===== config.mk =====
export PLATFORM = sky130hd
export DESIGN_NAME = ysyx_23060124_icache_sa
export DESIGN_NICKNAME = d
export VERILOG_FILES = /design/src/rtl/ysyx_23060124_icache_sa.sv
export SDC_FILE = /design/constraint.sdc
export NUM_CORES = 2
export LEC_CHECK = 0
export CAP_MARGIN = 20
export CELL_PAD_IN_SITES_DETAIL_PLACEMENT = 2
export CELL_PAD_IN_SITES_GLOBAL_PLACEMENT = 2
export CORE_UTILIZATION = 48
export DETAILED_ROUTE_END_ITERATION = 10
export PLACE_DENSITY_LB_ADDON = 0.2
export SYNTH_ARGS = -nofsm -noshare
export SYNTH_HDL_FRONTEND = slang
export SYNTH_SLANG_ARGS = --single-unit
export TNS_END_PERCENT = 1

===== constraint.sdc =====
create_clock -name clk -period 8 [get_ports clk]
set_clock_uncertainty 0.15 [all_clocks]
set_input_delay 0.8 -clock clk [delete_from_list [all_inputs] [get_ports clk]]
set_output_delay 0.8 -clock clk [all_outputs]
set_load 0.005 [all_outputs]

===== src/rtl/ysyx_23060124_icache_sa.sv =====
// N-way set-associative read-only instruction cache with combinational lookup and
// round-robin victim selection; optional ICACHE_PERF_EN adds hit/miss counters.
module ysyx_23060124_icache_sa #(
    parameter int ADDR_WIDTH     = 32,
    parameter int DATA_WIDTH     = 32,
    parameter int NUM_SETS       = 8,
    parameter int NUM_WAYS       = 2,
    parameter int WORDS_PER_LINE = 4
) (
    input  logic                  clk,
    input  logic                  rst_sync,
    input  logic                  req_valid,
    input  logic [ADDR_WIDTH-1:0] addr,
    input  logic                  fence_i,
    output logic                  hit,
    output logic [DATA_WIDTH-1:0] data,
    output logic                  busy,
    output logic                  refill_err,
`ifdef ICACHE_PERF_EN
    output logic [31:0]           perf_hit,
    output logic [31:0]           perf_miss,
`endif
    output logic [31:0]           M_AXI_ARADDR,
    output logic                  M_AXI_ARVALID,
    input  logic                  M_AXI_ARREADY,
    output logic [3:0]            M_AXI_ARID,
    output logic [7:0]            M_AXI_ARLEN,
    output logic [2:0]            M_AXI_ARSIZE,
    output logic [1:0]            M_AXI_ARBURST,
    input  logic [31:0]           M_AXI_RDATA,
    input  logic [1:0]            M_AXI_RRESP,
    input  logic                  M_AXI_RLAST,
    input  logic [3:0]            M_AXI_RID,
    input  logic                  M_AXI_RVALID,
    output logic                  M_AXI_RREADY
);

    localparam int OFFSET_BITS = $clog2(4 * WORDS_PER_LINE);
    localparam int WORD_BITS   = OFFSET_BITS - 2;
    localparam int INDEX_BITS  = $clog2(NUM_SETS);
    localparam int IDX_W       = (INDEX_BITS > 0) ? INDEX_BITS : 1;
    localparam int WAY_BITS    = $clog2(NUM_WAYS);
    localparam int WAY_W       = (WAY_BITS > 0) ? WAY_BITS : 1;
    localparam int TAG_W       = ADDR_WIDTH - OFFSET_BITS - INDEX_BITS;
    localparam int LINE_W      = ADDR_WIDTH - OFFSET_BITS;

    typedef enum logic [1:0] {
        S_IDLE,
        S_AR,
        S_RD
    } state_t;

    state_t state_q, state_d;

    logic [NUM_WAYS-1:0]   valid_q [NUM_SETS];
    logic [TAG_W-1:0]      tag_q   [NUM_SETS][NUM_WAYS];
    logic [DATA_WIDTH-1:0] data_q  [NUM_SETS][NUM_WAYS][WORDS_PER_LINE];
    logic [WAY_W-1:0]      rr_q    [NUM_SETS];

    logic [LINE_W-1:0]    line_q, line_d;
    logic [IDX_W-1:0]     set_q, set_d;
    logic [WAY_W-1:0]     victim_q, victim_d;
    logic [WORD_BITS-1:0] cnt_q, cnt_d;
    logic                 err_q, err_d;
    logic                 fence_pend_q, fence_pend_d;
    logic                 refill_err_q, refill_err_d;

    logic [TAG_W-1:0]     lookup_tag;
    logic [IDX_W-1:0]     lookup_set;
    logic [WORD_BITS-1:0] lookup_word;

    logic [NUM_WAYS-1:0]   way_hit;
    logic [DATA_WIDTH-1:0] way_data [NUM_WAYS];

    logic             start_miss;
    logic             ar_fire;
    logic             beat;
    logic             burst_end;
    logic             burst_err;
    logic             fill_ok;
    logic [WAY_W-1:0] rr_next;
    logic             unused_bits;

    assign lookup_tag  = addr[ADDR_WIDTH-1 -: TAG_W];
    assign lookup_word = addr[OFFSET_BITS-1:2];

    generate
        if (INDEX_BITS > 0) begin : g_idx
            assign lookup_set = addr[OFFSET_BITS +: INDEX_BITS];
        end else begin : g_noidx
            assign lookup_set = '0;
        end
    endgenerate

    // Lookup: the in-flight victim has its valid bit cleared, so it can never hit.
    generate
        for (genvar gi = 0; gi < NUM_WAYS; gi++) begin : g_way
            assign way_hit[gi]  = valid_q[lookup_set][gi] && (tag_q[lookup_set][gi] == lookup_tag);
            assign way_data[gi] = way_hit[gi] ? data_q[lookup_set][gi][lookup_word] : '0;
        end
    endgenerate

    assign hit = |way_hit;

    always_comb begin
        data = '0;
        for (int w = 0; w < NUM_WAYS; w++) begin
            data = data | way_data[w];
        end
    end

    always_comb begin
        state_d    = state_q;
        start_miss = 1'b0;
        ar_fire    = 1'b0;
        beat       = 1'b0;
        burst_end  = 1'b0;
        case (state_q)
            S_IDLE: begin
                if (req_valid && !hit && !fence_i) begin
                    state_d    = S_AR;
                    start_miss = 1'b1;
                end
            end
            S_AR: begin
                if (M_AXI_ARREADY) begin
                    state_d = S_RD;
                    ar_fire = 1'b1;
                end
            end
            S_RD: begin
                if (M_AXI_RVALID) begin
                    beat = 1'b1;
                    if (M_AXI_RLAST) begin
                        state_d   = S_IDLE;
                        burst_end = 1'b1;
                    end
                end
            end
            default: state_d = S_IDLE;
        endcase
    end

    assign burst_err = err_q | M_AXI_RRESP[1];
    // A fence arriving on the RLAST cycle must still leave the line invalid.
    assign fill_ok   = burst_end && !burst_err && !fence_pend_q && !fence_i;
    assign rr_next   = (victim_q == WAY_W'(NUM_WAYS - 1)) ? '0 : victim_q + 1'b1;

    always_comb begin
        line_d       = line_q;
        set_d        = set_q;
        victim_d     = victim_q;
        cnt_d        = cnt_q;
        err_d        = err_q;
        fence_pend_d = 1'b0;
        refill_err_d = burst_end && burst_err;
        if (start_miss) begin
            line_d   = addr[ADDR_WIDTH-1:OFFSET_BITS];
            set_d    = lookup_set;
            victim_d = rr_q[lookup_set];
        end
        if (ar_fire) begin
            cnt_d = '0;
            err_d = 1'b0;
        end else if (beat) begin
            cnt_d = cnt_q + 1'b1;
            err_d = burst_err;
        end
        if (state_d != S_IDLE) begin
            fence_pend_d = fence_pend_q | fence_i;
        end
    end

    always_ff @(posedge clk) begin
        if (rst_sync) begin
            state_q      <= S_IDLE;
            line_q       <= '0;
            set_q        <= '0;
            victim_q     <= '0;
            cnt_q        <= '0;
            err_q        <= 1'b0;
            fence_pend_q <= 1'b0;
            refill_err_q <= 1'b0;
        end else begin
            state_q      <= state_d;
            line_q       <= line_d;
            set_q        <= set_d;
            victim_q     <= victim_d;
            cnt_q        <= cnt_d;
            err_q        <= err_d;
            fence_pend_q <= fence_pend_d;
            refill_err_q <= refill_err_d;
        end
    end

    always_ff @(posedge clk) begin
        if (rst_sync) begin
            for (int s = 0; s < NUM_SETS; s++) begin
                valid_q[s] <= '0;
                rr_q[s]    <= '0;
            end
        end else begin
            if (fence_i) begin
                for (int s = 0; s < NUM_SETS; s++) begin
                    valid_q[s] <= '0;
                end
            end else if (start_miss) begin
                valid_q[lookup_set][rr_q[lookup_set]] <= 1'b0;
            end else if (fill_ok) begin
                valid_q[set_q][victim_q] <= 1'b1;
            end
            if (fill_ok) begin
                rr_q[set_q] <= rr_next;
            end
        end
    end

    // Tag and data storage carry no reset; validity alone qualifies their contents.
    always_ff @(posedge clk) begin
        if (start_miss) begin
            tag_q[lookup_set][rr_q[lookup_set]] <= lookup_tag;
        end
        if (beat) begin
            data_q[set_q][victim_q][cnt_q] <= M_AXI_RDATA;
        end
    end

`ifdef ICACHE_PERF_EN
    logic [31:0] perf_hit_q;
    logic [31:0] perf_miss_q;

    always_ff @(posedge clk) begin
        if (rst_sync) begin
            perf_hit_q  <= '0;
            perf_miss_q <= '0;
        end else if (state_q == S_IDLE && req_valid) begin
            if (hit) begin
                if (perf_hit_q != 32'hFFFF_FFFF) perf_hit_q <= perf_hit_q + 32'd1;
            end else begin
                if (perf_miss_q != 32'hFFFF_FFFF) perf_miss_q <= perf_miss_q + 32'd1;
            end
        end
    end

    assign perf_hit  = perf_hit_q;
    assign perf_miss = perf_miss_q;
`endif

    assign busy          = (state_q != S_IDLE);
    assign refill_err    = refill_err_q;
    assign M_AXI_ARVALID = (state_q == S_AR);
    assign M_AXI_RREADY  = (state_q == S_RD);
    assign M_AXI_ARADDR  = 32'({line_q, {OFFSET_BITS{1'b0}}});
    assign M_AXI_ARID    = 4'd0;
    assign M_AXI_ARLEN   = 8'(WORDS_PER_LINE - 1);
    assign M_AXI_ARSIZE  = 3'b010;
    assign M_AXI_ARBURST = 2'b01;

    assign unused_bits = ^{M_AXI_RID, M_AXI_RRESP[0], addr[1:0]};

endmodule


==> flow_summary.yaml <==
hold_path:
  min-delay-start: "M_AXI_RDATA[20]"
  hold_depth: 1
  min_to: "data_q[0][244]$_DFFE_PP_"
  holdCritPathClass: "in -> reg"
clock_network:
  cts-root-buf: "clkbuf_16"
  clk_pin_slew_ps: 70
  cts_tree: "yes"
  cts_hold_buf: 0
  cts-resized-gates: 0
  clockBufferDepth: 4
  clock_latency_ps: 980
  h-tree-depth: 5
  postCtsSetupBuffers: 0
  cts.sinks: 2508
  cts_made_buffers: 285
synthesis:
  yosys_warnings: 0
  async_flop_share_pct: 0
  syn_area_mm2: 0.09609
  synth.area.top_cells: "edfxtp_1 77%, o22ai_1 3.4%, mux2i_1 2.7%"
  synth_edf_count: 2472
  synth_ff_type: "edfxtp_1"
  ys_ff_latch: 2508
  synth_cells: 5645
  synth_cell_type_count: 78
  avgSynthCellArea_um2: 17.02
  synth_top_area_cell: "edfxtp_1"
  synth_top_cell_area_share_pct: 77.25
  seq_area_frac_synth_pct: 78.00
timing:
  rsz0062_at_grt: "no"
  fmax_ghz: 0.1381
  setup_viol: 0
  hold_viol_final: 0
  fin_crit_ps: 7243
  drv_slew: 0
  fin_tns_setup_ps: 0
  worst_pin_slew_ps: 1267
  slew_headroom_pct: 14.65
  finalCritPeriodShare_pct: 90.53
floorplanning:
  die_area_mm2: 0.2020
  start_util_pct: 48.52
  chipHeight_um: 449.4
  core_area_mm2: 0.1980
  io_pins: 163
  rows: 163
  die_w_um: 449.4
critical_path:
  cp_data_arrival_time_ps: 6290
  worstPathMaxFanout: 67
  critPathCaptureType: "output port"
  worst-setup-path-type: "in -> out"
  r2r-start: "tag_q[2][13]$_DFFE_PP_"
  timing.rr.end: "tag_q[1][8]$_DFFE_PP_"
  rrSetupSlack_ps: 2770
  worstSetupStartpointType: "primary input"
  reg2regPathDepth: 10
  critPathRequiredTime_ps: 7050
layout:
  fin_area_mm2: 0.1107
  final_cell_mix: "2472 x edfxtp_1, 525 x o22ai_1, 315 x nor2_1"
  ff_latch_area_mm2: 0.07495
  fill_cells: 16650
  drive_gt1_share_pct: 16.97
  multiInputGateArea_mm2: 0.01994
  layout_commonest_cell: "edfxtp_1"
  fin_nets: 6017
  area_growth_pct: 15.20
global_route:
  grt_usage_pct: 41.98
  grt_pass1_vias: 67480
  antenna_found_initial: 26
  grt_max_degree: 91
  grt_pass1_wl_um: 581600
  overflow: 0
placement:
  post_dp_cell_area_mm2: 0.1014
  port_buffers: 134
  place.gp.congestion: 0.7936
  dpl.hpwl_um: 225600
routing:
  viasPerCell: 7.419
  vias: 65050
  routed_wl_um: 437700
  drc: 0
  firstDrtPassIters: 6
  dr.first_iter.drc_count: 10320
  wl_per_cell_um: 49.92
  drt.antenna.violating_nets: 0
power_and_ir_drop:
  peakVddDrop_uv: 272.1
  leakagePower_nw: 35.35
  p_per_area_mw_per_mm2: 266.0
run:
  max_cap_viol_count: 0
status:
  outcome: "finished clean"
critical path: stages:
cell and delay (ps):
buf_8 580, buf_4 700, mux2i_1 260, a22oi_1 390, and3_1 230, o22a_1 240, nand4_1 210, nor4_2 560
nand2_2 450, buf_4 430, o22ai_1 630, clkdlybuf4s50_1 660
worst max-delay path by stage:
stage / cells past startpoint / start / end / slack [ps]
final: 12 / addr[6] / data[14] / 760
after global routing: 12 / addr[6] / data[14] / 800
after CTS: 11 / addr[6] / data[14] / 1010
after detailed placement: 11 / addr[6] / data[19] / 1110
after global placement: 11 / addr[6] / data[14] / 1310
after floorplan: 15 / addr[6] / tag_q[0][0]$_DFFE_PP_ / 3320
state kept, by name (all words and copies together), names as in the netlist:
register / flops
err_q: 1
valid_q: 16
victim_q: 1
state_q: 2
data_q: 2048
cnt_q: 2
fence_pend_q: 1
rr_q: 8
tag_q: 400
line_q: 28
refill_err: 1
layout make-up:
cell class                 instances  area share, %
antenna                            6        0.01356
tap                             2640          2.984
clock buffer                     361          6.843
timing repair buffer             388          3.416
multi-input combinational       2742          18.01
sequential                      2508          67.71
inverter                          11        0.04408
clock inverter                   112         0.9800
through the flow:
step                utilization (%)  total power, mW  hold WS [ps]  setup WS, ps  instances
finish                        55.90            29.45         31.36         757.3       8768
global route                  55.89            29.74         22.63         803.5       8764
CTS                           55.59            29.20         310.8          1011       8732
detailed placement            51.22            16.34         310.3          1114       8259
global placement              51.22            16.20         288.8          1306       8259
floorplan                         -            15.46         279.3          3317       5664
cells by family (layout without fill, tap and decap cells):
group | after synthesis | count (layout) | share of synthesized area, %
buf+inv | 414 | 872 | 2.053
compound gates | 1424 | 1424 | 9.421
mux | 516 | 516 | 6.711
simple gates | 741 | 741 | 3.427
xor+xnor | 36 | 36 | 0.3281
other cells | 2 | 27 | 0.007815
flops | 2508 | 2508 | 78.00
fa+ha+maj | 4 | 4 | 0.05209
Yosys cell counts, drive strengths merged (18+ instances only):
cell type and n:
edfxtp 2472, o22ai 525, nor2 396, a21oi 288, o21ai 256, mux2i 255, clkbuf 212, buf 191
mux2 176, nand2 108, mux4 85, o221ai 71, nor4 63, nor3 59, nand3 51, dfxtp 36
a211oi 34, a21bo 28, xnor2 26, a22oi 25, a221oi 24, a211o 20, o211ai 18
report_power, final:
part | total (mW) | internal, mW | switching [mW]
clock network | 13.2 | 7.39 | 5.85
registers | 14.5 | 14.5 | 0.0227
logic | 1.74 | 0.453 | 1.28
per-layer routing:
metal | global-route usage (%) | vias up | wire, um
met3 | 8.795 | 1649 | 49390
li1 | - | 23350 | -
met2 | 66.93 | 5910 | 203700
met5 | 0 | - | 117
met4 | 25.20 | 16 | 32390
met1 | 52.99 | 34120 | 152100
Note: power is estimated with default switching activity, not from simulation.
